<file path="config.mk">
export PLATFORM = sky130hd
export DESIGN_NAME = dm_access_ctrl
export DESIGN_NICKNAME = d
export VERILOG_FILES = /design/src/rtl/dm_pkg.sv /design/src/rtl/dm_access_ctrl.sv
export SDC_FILE = /design/constraint.sdc
export NUM_CORES = 1
export LEC_CHECK = 0
export ABC_AREA = 1
export BUFFER_PORTS_ARGS = -buffer_cell sky130_fd_sc_hd__buf_2
export CAP_MARGIN = 20
export CELL_PAD_IN_SITES_DETAIL_PLACEMENT = 0
export CELL_PAD_IN_SITES_GLOBAL_PLACEMENT = 1
export CORE_MARGIN = 2
export CORE_UTILIZATION = 37
export DETAILED_ROUTE_END_ITERATION = 7
export GPL_TIMING_DRIVEN = 0
export PLACE_DENSITY_LB_ADDON = 0.1
export SYNTH_ARGS = -nofsm -noshare
export SYNTH_HDL_FRONTEND = slang
export SYNTH_SLANG_ARGS = --single-unit
</file>
<file path="constraint.sdc">
create_clock -name clk -period 1.7 [get_ports clk]
set_clock_uncertainty 0.05 [all_clocks]
set_input_delay 0.255 -clock clk [delete_from_list [all_inputs] [get_ports clk]]
set_output_delay 0.255 -clock clk [all_outputs]
set_load 0.02 [all_outputs]
</file>
<file path="src/rtl/dm_pkg.sv">
// ============================================================================
// dm_pkg : shared types and constants for the 16-bit data-memory initiator
// Revision: 1.0
// ============================================================================
`default_nettype none

package dm_pkg;

    localparam int DM_ADDR_W = 24;
    localparam int DM_BEAT_W = 16;

    localparam logic [1:0] EN_DM_IDLE  = 2'b00;
    localparam logic [1:0] EN_DM_STORE = 2'b10;
    localparam logic [1:0] EN_DM_LOAD  = 2'b11;

    typedef enum logic [1:0] {
        IDLE  = 2'd0,
        BEAT0 = 2'd1,
        BEAT1 = 2'd2,
        RESP  = 2'd3
    } dm_state_t;

endpackage

`default_nettype wire

</file>
<file path="src/rtl/dm_access_ctrl.sv">
// ============================================================================
// dm_access_ctrl : splits 16/32-bit CPU load/store requests into 16-bit beats
// Revision: 1.0
// ============================================================================
`default_nettype none

module dm_access_ctrl
    import dm_pkg::*;
(
    input  logic                 clk,
    input  logic                 rst,
    input  logic                 req_valid,
    output logic                 req_ready,
    input  logic                 req_we,
    input  logic                 req_size,
    input  logic [DM_ADDR_W-1:0] req_addr,
    input  logic [31:0]          req_wdata,
    output logic                 rsp_valid,
    output logic [31:0]          rsp_rdata,
    output logic [1:0]           en_dm,
    output logic [DM_ADDR_W-1:0] addr,
    output logic [DM_BEAT_W-1:0] store_in,
    input  logic [DM_BEAT_W-1:0] load_in
);

    dm_state_t              state_q,     state_d;
    logic                   we_q,        we_d;
    logic                   size_q,      size_d;
    logic [DM_ADDR_W-1:0]   areq_q,      areq_d;
    logic [DM_BEAT_W-1:0]   wlo_q,       wlo_d;
    logic [DM_BEAT_W-1:0]   rhi_q,       rhi_d;
    logic [1:0]             en_dm_q,     en_dm_d;
    logic [DM_ADDR_W-1:0]   addr_q,      addr_d;
    logic [DM_BEAT_W-1:0]   store_in_q,  store_in_d;
    logic                   rsp_valid_q, rsp_valid_d;
    logic [31:0]            rsp_rdata_q, rsp_rdata_d;
    logic [1:0]             cmd;

    assign req_ready = (state_q == IDLE);
    assign rsp_valid = rsp_valid_q;
    assign rsp_rdata = rsp_rdata_q;
    assign en_dm     = en_dm_q;
    assign addr      = addr_q;
    assign store_in  = store_in_q;

    always_ff @(posedge clk) begin
        if (rst) begin
            state_q     <= IDLE;
            we_q        <= 1'b0;
            size_q      <= 1'b0;
            areq_q      <= '0;
            wlo_q       <= '0;
            rhi_q       <= '0;
            en_dm_q     <= EN_DM_IDLE;
            addr_q      <= '0;
            store_in_q  <= '0;
            rsp_valid_q <= 1'b0;
            rsp_rdata_q <= '0;
        end else begin
            state_q     <= state_d;
            we_q        <= we_d;
            size_q      <= size_d;
            areq_q      <= areq_d;
            wlo_q       <= wlo_d;
            rhi_q       <= rhi_d;
            en_dm_q     <= en_dm_d;
            addr_q      <= addr_d;
            store_in_q  <= store_in_d;
            rsp_valid_q <= rsp_valid_d;
            rsp_rdata_q <= rsp_rdata_d;
        end
    end

    // Outputs are registered, so each state computes what the memory sees in
    // the following cycle; load data is sampled at the edge ending each beat.
    always_comb begin
        state_d     = state_q;
        we_d        = we_q;
        size_d      = size_q;
        areq_d      = areq_q;
        wlo_d       = wlo_q;
        rhi_d       = rhi_q;
        en_dm_d     = EN_DM_IDLE;
        addr_d      = addr_q;
        store_in_d  = '0;
        rsp_valid_d = 1'b0;
        rsp_rdata_d = rsp_rdata_q;
        cmd         = we_q ? EN_DM_STORE : EN_DM_LOAD;

        unique case (state_q)
            IDLE: begin
                if (req_valid) begin
                    state_d = BEAT0;
                    we_d    = req_we;
                    size_d  = req_size;
                    areq_d  = req_addr;
                    wlo_d   = req_wdata[15:0];
                    en_dm_d = req_we ? EN_DM_STORE : EN_DM_LOAD;
                    addr_d  = req_addr;
                    if (req_we) begin
                        store_in_d = req_size ? req_wdata[31:16] : req_wdata[15:0];
                    end
                end
            end
            BEAT0: begin
                if (size_q) begin
                    state_d    = BEAT1;
                    rhi_d      = load_in;
                    en_dm_d    = cmd;
                    // word index wraps inside [15:8]; the upper byte is untouched
                    addr_d     = {areq_q[23:16], areq_q[15:8] + 8'd1, areq_q[7:0]};
                    store_in_d = we_q ? wlo_q : '0;
                end else begin
                    state_d     = RESP;
                    rsp_valid_d = 1'b1;
                    rsp_rdata_d = we_q ? 32'h0 : {16'h0, load_in};
                end
            end
            BEAT1: begin
                state_d     = RESP;
                rsp_valid_d = 1'b1;
                rsp_rdata_d = we_q ? 32'h0 : {rhi_q, load_in};
            end
            RESP: begin
                state_d = IDLE;
            end
            default: begin
                state_d = IDLE;
            end
        endcase
    end

endmodule

`default_nettype wire
</file>
==> flow_summary_export.csv, run 1 <==
group,metric,value,unit
critical_path,path_cells,"inv_2 -> ha_4 -> nand2_2 -> inv_4 -> nand2_2 -> buf_2 -> a21o_1 -> a21oi_1",
power_and_ir_drop,p_per_area,1870,nW/um^2
yosys,synth_fa_ha_area_frac,0.00947,
cells_and_area,area_growth,31.8,%
critical_path,slowest_stage,"dfxtp_1",
status,status,"finished, final reports clean",
yosys,synth.most_common_cell,"dfxtp_1",
detailed_routing,wire_per_inst,14.8,um
sta,worst_pin_slew,0.634,ns
sta,finalCritPeriodShare,0.933,
power_and_ir_drop,leakage,3.03,nW
clock_tree,clock_latency,0.42,ns
detailed_routing,viasPerCell,5.00,
clock_tree,cts.htree.levels,4,
detailed_routing,drt_iter0_markers,318,
die,fp.dieH,124,um
detailed_routing,num_vias,5306,
die,ios,153,
yosys,synth_area_leader_cell,"dfxtp_1",
sta,max_slew_margin,0.578,
sta,finalSetupViolations,0,
critical_path,cpMostUsedCell,"nand2_2",
cells_and_area,antenna_cells,0,
min_path,worstHoldPathType,"in -> reg",
global_route,grtUsageTotal,0.211,
critical_path,cpPeakStageDelay,0.32,ns
detailed_routing,met1_length,7250,um
yosys,synth_cells,697,
detailed_routing,wl_met3,828,um
yosys,synthArstFlopShare,0,
clock_tree,cts.sinks,135,
clock_tree,cts_root_buf,"clkbuf_16",
yosys,synth_warnings,0,
global_route,grt_max_degree,17,
flow_run,cap_violations,0,
die,dieArea,15300,um^2
critical_path,critPathCaptureType,"register",
detailed_routing,drtPass1Iterations,5,
yosys,syn-num-nets,778,
critical_path,worstPathArrival,1.87,ns
critical_path,cp_max_fo,10,
critical_path,cp.required,1.98,ns
sta,hold_slack,0.0492,ns
sta,hold_violations,0,
detailed_routing,drc,0,
yosys,ys_ff_latch,135,
yosys,synth_cell_types,26,
global_route,grt_pass1_wl,24700,um
power_and_ir_drop,power.total,13.0,mW
detailed_routing,routed.top_layer,"met5",
yosys,ys_top_cells_by_count,"135 x dfxtp_1, 130 x nand2_1, 118 x nor2_1",
detailed_routing,met2WireLength,7290,um
detailed_routing,ant_nets,0,
yosys,synth.mux.area_fraction,0,
sta,period_needed,1.59,ns
clock_tree,clockBufferDepth,2,
die,num_rows,43,
clock_tree,cts_buffers,17,
global_route,grt_pass1_vias,4982,
yosys,synthFlopType,"dfxtp_1",
global_route,overflow,0,
critical_path,startpoint_type,"register",
place,gpl.final_weighted_congestion,0.828,
sta,fmax,0.631,GHz
yosys,ys_seq_area_frac,0.511,
cells_and_area,drive_gt1_frac,0.255,
place,dpl.hpwl,11600,um
clock_tree,tritoncts,"built",
yosys,synthTopCellsByArea,"dfxtp_1 51%, nand2_1 9.2%, nor2_1 8.4%",
critical_path,critical_path_class,"reg -> reg",
yosys,synthSimpleGateAreaFrac,0.231,
yosys,synth_top_family_by_area,"simple AND/OR/NAND/NOR gates",
critical_path,critical-path-top-delay-family,"buffers and inverters",
die,die_w,124,um
yosys,synth_xor_area_frac,0.00497,
die,start_util,0.379,
yosys,synth_top_area_share,0.511,
clock_tree,clkTransAtPathRegs,0.06,ns
cells_and_area,final_nets,950,
place,portBuffers,150,
critical_path,critPathBufInv,3,
yosys,synth_edf_count,0,
power_and_ir_drop,ir_worst_vdd,0.753,mV
global_route,grt_antenna_before_repair,1,
detailed_routing,drt_wl_total,15700,um
yosys,netlist_area,5290,um^2
die,coreArea,13900,um^2
cells_and_area,fin_util,0.500,
yosys,synth_compound_area_frac,0.184,
yosys,avgSynthCellArea,7.59,um^2
sta,slew_viol_final,0,
-- worst register-to-register path: cells and delay by family, from the launching register on --
family          cells  cell delay [ns]
fa+ha+maj           1             0.16
flops               1             0.32
buf+inv             3             0.44
compound gates      2             0.31
simple gates        2             0.22
-- cells by family after synthesis --
| kind of cell | Yosys count |
|---|---|
| fa+ha+maj | 4 |
| buf+inv | 70 |
| flops | 135 |
| compound gates | 180 |
| xor+xnor | 3 |
| simple gates | 305 |
-- where the power goes --
group / internal [mW] / switching [mW]
combinational: 1.68 / 3.15
clock: 2.45 / 1.32
sequential: 3.98 / 0.434
total: 8.11 / 4.91
-- cells in the final DEF, fill, tap and decap left out, drive strengths merged --
cell      count
a211oi        1
a21o         16
a21oi        65
a221oi        1
a31oi        17
buf         176
bufinv        3
clkbuf       52
clkinv        4
clkinvlp      2
dfxtp       135
ha            4
inv          17
nand2       131
nand3        54
nor2        120
o211ai        1
o21ai        79
xnor2         2
xor2          1
-- repair_timing --
action                                 4_1_cts  5_1_grt
setup buffers                                1        2
hold buffers                                 0        0
endpoints found under the hold margin        0        0
setup endpoints to repair                   75       83
gates resized for setup                      7       19
-- path summary, 6_finish.rpt --
path	from	to	slack, ns	cells after the start
setup / recovery	state_q[1]$_SDFFE_PP0P_	store_in[10]$_SDFF_PP0_	0.11	8
hold / removal	req_wdata[12]	wlo_q[12]$_SDFFE_PP0P_	0.05	3
setup reg to reg	state_q[1]$_SDFFE_PP0P_	store_in[10]$_SDFF_PP0_	0.11	8
hold reg to reg	addr[10]$_SDFFE_PP0P_	addr[10]$_SDFFE_PP0P_	0.41	2
-- stage by stage --
| stage | instance area [um^2] | std cells | worst slack, ns | setup TNS (ns) |
|---|---|---|---|---|
| after CTS | 6900 | 1059 | -0.00611 | -0.00611 |
| after global placement | 6260 | 1027 | -0.198 | -2.12 |
| after detailed placement | 6260 | 1027 | -0.254 | -4.48 |
| after floorplan | 5290 | 697 | 0.0557 | 0 |
| after global routing | 6970 | 1061 | -0.000583 | -0.000583 |
| final | 6970 | 1061 | 0.114 | 0 |
-- per-layer routing --
| layer | vias up | global-route usage |
|---|---|---|
| li1 | 2651 | - |
| met1 | 2474 | 0.276 |
| met2 | 154 | 0.337 |
| met3 | 25 | 0.0461 |
| met4 | 2 | 0.0859 |
| met5 | - | 0 |
-- layout make-up --
type / count / area [um^2]
fillers: 1427 / 6970
clock inverters: 8 / 120
repair buffers: 153 / 773
multi-input cells: 492 / 2320
well taps: 180 / 225
plain buffers: 52 / 272
inverters: 18 / 70.1
clock buffers: 23 / 488
flip-flops and latches: 135 / 2700
-- state kept, by name, summed over array words and instances, names as in the netlist --
name / cells
addr: 24
areq_q: 24
en_dm: 2
rhi_q: 16
rsp_rdata: 32
rsp_valid: 1
size_q: 1
state_q: 2
store_in: 16
we_q: 1
wlo_q: 16
(Power assumes the default switching activity.)
==> run 2: changes to the inputs <==
--- a/config.mk
+++ b/config.mk
@@ -14,6 +14,7 @@
 export CORE_UTILIZATION = 37
 export DETAILED_ROUTE_END_ITERATION = 7
 export GPL_TIMING_DRIVEN = 0
+export HOLD_SLACK_MARGIN = 0.05
 export PLACE_DENSITY_LB_ADDON = 0.1
 export SYNTH_ARGS = -nofsm -noshare
 export SYNTH_HDL_FRONTEND = slang
==> flow_summary_export.csv, run 2 (same netlist as run 1, synthesis figures left out) <==
group,metric,value,unit
status,status,"finished, final reports clean",
min_path,worstHoldPathType,"in -> reg",
clock_tree,cts_root_buf,"clkbuf_16",
die,ios,153,
die,coreArea,13900,um^2
global_route,grt_max_degree,17,
cells_and_area,fin_util,0.504,
detailed_routing,drt_iter0_markers,319,
clock_tree,cts.sinks,135,
power_and_ir_drop,switching_share,0.377,
sta,slew_viol_final,0,
critical_path,cp_max_fo,10,
detailed_routing,drt_wl_total,15700,um
critical_path,critPathCaptureType,"register",
power_and_ir_drop,pwr-share-seq,0.338,
cells_and_area,final_cells,1066,
sta,hold_slack,0.0613,ns
critical_path,timing.rr.end,"store_in[10]$_SDFF_PP0_",
die,fp.dieH,124,um
power_and_ir_drop,leakage,3.05,nW
min_path,hp-start,"req_wdata[13]",
global_route,overflow,0,
place,dpl.hpwl,11600,um
detailed_routing,num_vias,5299,
global_route,grtUsageTotal,0.211,
die,dieArea,15300,um^2
cells_and_area,largest_reg_flops,32,
cells_and_area,final_nets,955,
place,gpl.final_weighted_congestion,0.828,
global_route,grt_antenna_before_repair,1,
power_and_ir_drop,net-switching-power,4.92,mW
critical_path,r2r_setup_slack,0.11,ns
sta,max_slew_margin,0.573,
global_route,grt_pass1_vias,4993,
sta,fin_setup_tns,0,ns
critical_path,critPathBufInv,3,
place,place_inst,1027,
clock_tree,cts.htree.levels,4,
place,portBuffers,150,
cells_and_area,area_growth,32.7,%
critical_path,startpoint_type,"register",
sta,fmax,0.629,GHz
power_and_ir_drop,power.internal,8.11,mW
detailed_routing,viasPerCell,4.97,
place,pre_cts_slack,-0.254,ns
clock_tree,clock_latency,0.42,ns
critical_path,worstPathArrival,1.87,ns
power_and_ir_drop,p_per_area,1860,nW/um^2
critical_path,r2r_cells,8,
die,num_rows,43,
clock_tree,clkTransAtPathRegs,0.06,ns
detailed_routing,ant_nets,0,
flow_run,cap_violations,0,
critical_path,critical_path_class,"reg -> reg",
power_and_ir_drop,clock_power_share,0.289,
detailed_routing,drc,0,
clock_tree,clockBufferDepth,2,
critical_path,cp.required,1.98,ns
detailed_routing,wire_per_inst,14.8,um
critical_path,r2r-start,"state_q[1]$_SDFFE_PP0P_",
cells_and_area,fillerInstances,1421,
cells_and_area,final_cell_mix,"164 x buf_2, 134 x dfxtp_1, 128 x nand2_1, 117 x nor2_1, 66 x o21ai_0",
die,start_util,0.379,
sta,worst_pin_slew,0.641,ns
cells_and_area,layout_commonest_cell,"buf_2",
critical_path,slowest_stage,"dfxtp_1",
detailed_routing,drtPass1Iterations,4,
clock_tree,tritoncts,"built",
sta,period_needed,1.59,ns
critical_path,critical-path-top-delay-family,"buffers and inverters",
sta,setup_slack,0.110,ns
sta,finalCritPeriodShare,0.935,
cells_and_area,antenna_cells,0,
global_route,grt_pass1_wl,24700,um
critical_path,path_cells,"inv_2 -> ha_4 -> nand2_2 -> inv_4 -> nand2_2 -> buf_2 -> a21o_1 -> a21oi_1",
die,die_w,124,um
power_and_ir_drop,ir_worst_vdd,0.755,mV
critical_path,cpMostUsedCell,"nand2_2",
power_and_ir_drop,comb_power_share,0.372,
min_path,whs_path_depth,3,
sta,hold_violations,0,
critical_path,cpPeakStageDelay,0.32,ns
cells_and_area,drive_gt1_frac,0.254,
clock_tree,cts_buffers,17,
sta,finalSetupViolations,0,
min_path,min_to,"wlo_q[13]$_SDFFE_PP0P_",
-- run 2: cell count changes in the layout (fill, tap and decap cells not counted) --
cell | before | now
dlygate4sd3_1 | 0 | 5
-- run 2: per-layer routing --
metal	wire [um]	vias to the layer above	part of all wire	GRT usage
met2	7310	159	0.46	0.339
met3	831	25	0.053	0.0447
li1	-	2665	-	-
met1	7240	2448	0.46	0.276
met5	19	-	0.0012	0
met4	344	2	0.022	0.0874
-- run 2: cell type report --
type / count / area [um^2] / share of cell area
multi-input combinational: 492 / 2320 / 0.330
inverter: 18 / 70.1 / 0.00998
sequential: 135 / 2700 / 0.385
buffer: 52 / 272 / 0.0387
clock inverter: 8 / 120 / 0.0171
tap: 180 / 225 / 0.0321
timing repair buffer: 158 / 823 / 0.117
clock buffer: 23 / 488 / 0.0695
-- run 2: tightest hold or removal path: stages --
cell and delay (ns):
buf_2 0.08, o21ai_0 0.07, nor2_1 0.08
-- run 2: metrics by stage --
stage | area, um^2 | total power [mW]
floorplan | 5290 | 7.53
global placement | 6260 | 8.96
detailed placement | 6260 | 9.05
CTS | 6950 | 12.9
global route | 7020 | 13.9
finish | 7020 | 13.0
-- run 2: power by group through the flow --
stage	registers, mW	clock network [mW]	logic (mW)
finish	4.41	3.77	4.85
CTS	4.40	3.83	4.68
global route	4.50	3.98	5.39
detailed placement	4.46	0	4.59
global placement	4.43	0	4.54
floorplan	4.92	0	2.61
-- run 2: what timing repair did --
action	in CTS	in global routing
hold endpoints to repair	5	0
buffers inserted	1	2
endpoints found under the setup margin	75	83
hold buffers	5	0
resized for setup	7	19
-- run 2: how the worst max path moves through the flow --
| stage | startpoint | end | slack, ns | cells past startpoint |
|---|---|---|---|---|
| after detailed placement | state_q[0]$_SDFFE_PP0P_ | areq_q[20]$_SDFFE_PP0P_ | -0.25 | 7 |
| final | state_q[1]$_SDFFE_PP0P_ | store_in[10]$_SDFF_PP0_ | 0.11 | 8 |
| after global routing | state_q[0]$_SDFFE_PP0P_ | addr[7]$_SDFFE_PP0P_ | -0.0006 | 9 |
| after CTS | state_q[1]$_SDFFE_PP0P_ | rsp_rdata[29]$_SDFFE_PP0P_ | -0.006 | 9 |
| after floorplan | state_q[0]$_SDFFE_PP0P_ | addr[10]$_SDFFE_PP0P_ | 0.06 | 9 |
| after global placement | state_q[0]$_SDFFE_PP0P_ | areq_q[20]$_SDFFE_PP0P_ | -0.20 | 7 |
==> run 3: changes to the inputs <==
--- a/config.mk
+++ b/config.mk
@@ -11,7 +11,7 @@
 export CELL_PAD_IN_SITES_DETAIL_PLACEMENT = 0
 export CELL_PAD_IN_SITES_GLOBAL_PLACEMENT = 1
 export CORE_MARGIN = 2
-export CORE_UTILIZATION = 37
+export CORE_UTILIZATION = 39
 export DETAILED_ROUTE_END_ITERATION = 7
 export GPL_TIMING_DRIVEN = 0
 export HOLD_SLACK_MARGIN = 0.05
==> constraint.sdc (replaced) <==
create_clock -name clk -period 1.9 [get_ports clk]
set_clock_uncertainty 0.05 [all_clocks]
set_input_delay 0.285 -clock clk [delete_from_list [all_inputs] [get_ports clk]]
set_output_delay 0.285 -clock clk [all_outputs]
set_load 0.02 [all_outputs]
==> flow_summary_export.csv, run 3 (same netlist as run 1, synthesis figures left out) <==
group,metric,value,unit
status,status,"finished, final reports clean",
sta,worst_pin_slew,0.575,ns
critical_path,critPathCaptureType,"register",
detailed_routing,drt_iter0_markers,360,
critical_path,r2r-start,"state_q[1]$_SDFFE_PP0P_",
die,num_rows,42,
sta,period_needed,1.74,ns
critical_path,critical_path_class,"reg -> reg",
sta,fmax,0.573,GHz
global_route,grt_antenna_before_repair,1,
power_and_ir_drop,net-switching-power,4.34,mW
die,coreArea,13200,um^2
critical_path,timing.rr.end,"rsp_rdata[21]$_SDFFE_PP0P_",
clock_tree,clockBufferDepth,2,
global_route,grt_max_degree,17,
sta,finalCritPeriodShare,0.918,
detailed_routing,drc,0,
place,dpl_cell_area,6260,um^2
critical_path,startpoint_type,"register",
clock_tree,postCtsSetupRepairBufs,0,
clock_tree,tritoncts,"built",
global_route,grtUsageTotal,0.218,
power_and_ir_drop,pwr-share-seq,0.345,
clock_tree,clkTransAtPathRegs,0.06,ns
die,dieArea,14500,um^2
cells_and_area,fillerInstances,1374,
place,place_inst,1023,
sta,setup_slack,0.155,ns
cells_and_area,area_growth,30.0,%
power_and_ir_drop,clock_power_share,0.292,
clock_tree,cts.htree.levels,4,
critical_path,r2r_cells,9,
min_path,min_to,"wlo_q[13]$_SDFFE_PP0P_",
power_and_ir_drop,leakage,3.02,nW
sta,slew_viol_final,0,
clock_tree,cts.sinks,135,
die,ios,153,
die,start_util,0.399,
cells_and_area,antenna_cells,0,
critical_path,cp_max_fo,10,
detailed_routing,drt_wl_total,15600,um
die,die_w,120,um
clock_tree,cts_buffers,17,
cells_and_area,seq_area,2700,um^2
power_and_ir_drop,switching_share,0.381,
cells_and_area,final_nets,947,
power_and_ir_drop,ir_worst_vdd,0.965,mV
power_and_ir_drop,p_per_area,1660,nW/um^2
cells_and_area,final_cells,1055,
cells_and_area,drive_gt1_frac,0.245,
detailed_routing,viasPerCell,4.97,
min_path,whs_path_depth,3,
cells_and_area,multiInputGateArea,2270,um^2
clock_tree,clock_latency,0.41,ns
cells_and_area,final_area,6870,um^2
power_and_ir_drop,power.internal,7.06,mW
sta,rsz0062_at_grt,"yes",
place,pre_cts_slack,-0.0256,ns
clock_tree,hold_buffers,0,
cells_and_area,layout_commonest_cell,"buf_2",
detailed_routing,ant_nets,0,
min_path,hp-start,"req_wdata[13]",
sta,max_slew_margin,0.617,
die,fp.dieH,120,um
cells_and_area,final_cell_mix,"168 x buf_2, 135 x dfxtp_1, 130 x nand2_1, 117 x nor2_1, 66 x o21ai_0",
critical_path,cp.required,2.13,ns
global_route,grt_pass1_wl,24800,um
critical_path,worstPathArrival,1.97,ns
detailed_routing,drtPass1Iterations,5,
flow_run,cap_violations,0,
place,gpl.final_weighted_congestion,0.854,
min_path,worstHoldPathType,"in -> reg",
sta,finalSetupViolations,0,
place,portBuffers,150,
clock_tree,cts_root_buf,"clkbuf_16",
critical_path,r2r_setup_slack,0.16,ns
global_route,grt_pass1_vias,5066,
sta,hold_violations,0,
cells_and_area,largest_reg_flops,32,
power_and_ir_drop,comb_power_share,0.363,
power_and_ir_drop,power.total,11.4,mW
detailed_routing,num_vias,5244,
global_route,overflow,0,
detailed_routing,wire_per_inst,14.8,um
place,dpl.hpwl,11400,um
## run 3: cell types whose count changed in the layout (fill, tap and decap cells not counted), moves of 2 or more
cell           change
clkinv_2           +2
clkbuf_4           -2
ha_1               +2
buf_6              -2
inv_2              -3
buf_4              -3
nand2_1            +2
ha_4               -2
dlygate4sd3_1      -5
buf_2              +4
inv_1              +3
nand2_2            -2
## run 3: per-stage QoR
| step | hold WS [ns] | TNS [ns] | util |
|---|---|---|---|
| after detailed placement | 0.403 | -0.0656 | 0.473 |
| after global routing | 0.0917 | -0.0513 | 0.519 |
| after floorplan | 0.379 | 0 | - |
| after CTS | 0.0747 | 0 | 0.518 |
| final | 0.0929 | 0 | 0.519 |
| after global placement | 0.402 | 0 | 0.473 |
## run 3: power groups by stage
stage | Clock (mW) | Sequential, mW | Combinational (mW)
floorplan | 0 | 4.41 | 2.33
global placement | 0 | 3.95 | 4.06
detailed placement | 0 | 3.98 | 4.13
CTS | 3.39 | 3.93 | 4.15
global route | 3.53 | 4.00 | 4.60
finish | 3.33 | 3.93 | 4.14
## run 3: repair_timing
| action | CTS | global route |
|---|---|---|
| cloned | 0 | 0 |
| gates resized for setup | 1 | 8 |
| setup endpoints to repair | 3 | 25 |
## run 3: worst max path at each step
stage	cells past startpoint	end	slack, ns	start
floorplan	9	addr[10]$_SDFFE_PP0P_	0.26	state_q[0]$_SDFFE_PP0P_
global placement	7	areq_q[21]$_SDFFE_PP0P_	0.04	state_q[0]$_SDFFE_PP0P_
detailed placement	7	areq_q[22]$_SDFFE_PP0P_	-0.03	state_q[0]$_SDFFE_PP0P_
CTS	7	areq_q[22]$_SDFFE_PP0P_	0.11	state_q[0]$_SDFFE_PP0P_
global route	10	addr[10]$_SDFFE_PP0P_	-0.03	state_q[0]$_SDFFE_PP0P_
finish	9	rsp_rdata[21]$_SDFFE_PP0P_	0.16	state_q[1]$_SDFFE_PP0P_
## run 3: area by class of cell
type,instances,area share
Clock inverter,9,0.0178
Sequential cell,135,0.393
Multi-Input combinational cell,492,0.331
Timing Repair Buffer,150,0.109
Inverter,18,0.0102
Clock buffer,23,0.0695
Buffer,52,0.0371
Tap cell,176,0.0320
## run 3: worst max-delay path, cell delays in order, from the launching register on
cell and delay (ns):
dfxtp_1 0.31, inv_1 0.09, ha_1 0.29, nand2_1 0.17, o21ai_2 0.16, inv_2 0.06
buf_4 0.17, buf_4 0.17, nand3_1 0.07, a21oi_1 0.06
## run 3: per-layer routing
| layer | global-route usage | share of wire | wire length (um) | up-vias |
|---|---|---|---|---|
| met5 | 0 | 0.00083 | 13 | - |
| met4 | 0.0734 | 0.0089 | 138 | 2 |
| met3 | 0.0547 | 0.058 | 906 | 15 |
| met2 | 0.358 | 0.47 | 7390 | 164 |
| met1 | 0.280 | 0.46 | 7130 | 2405 |
| li1 | - | - | - | 2658 |
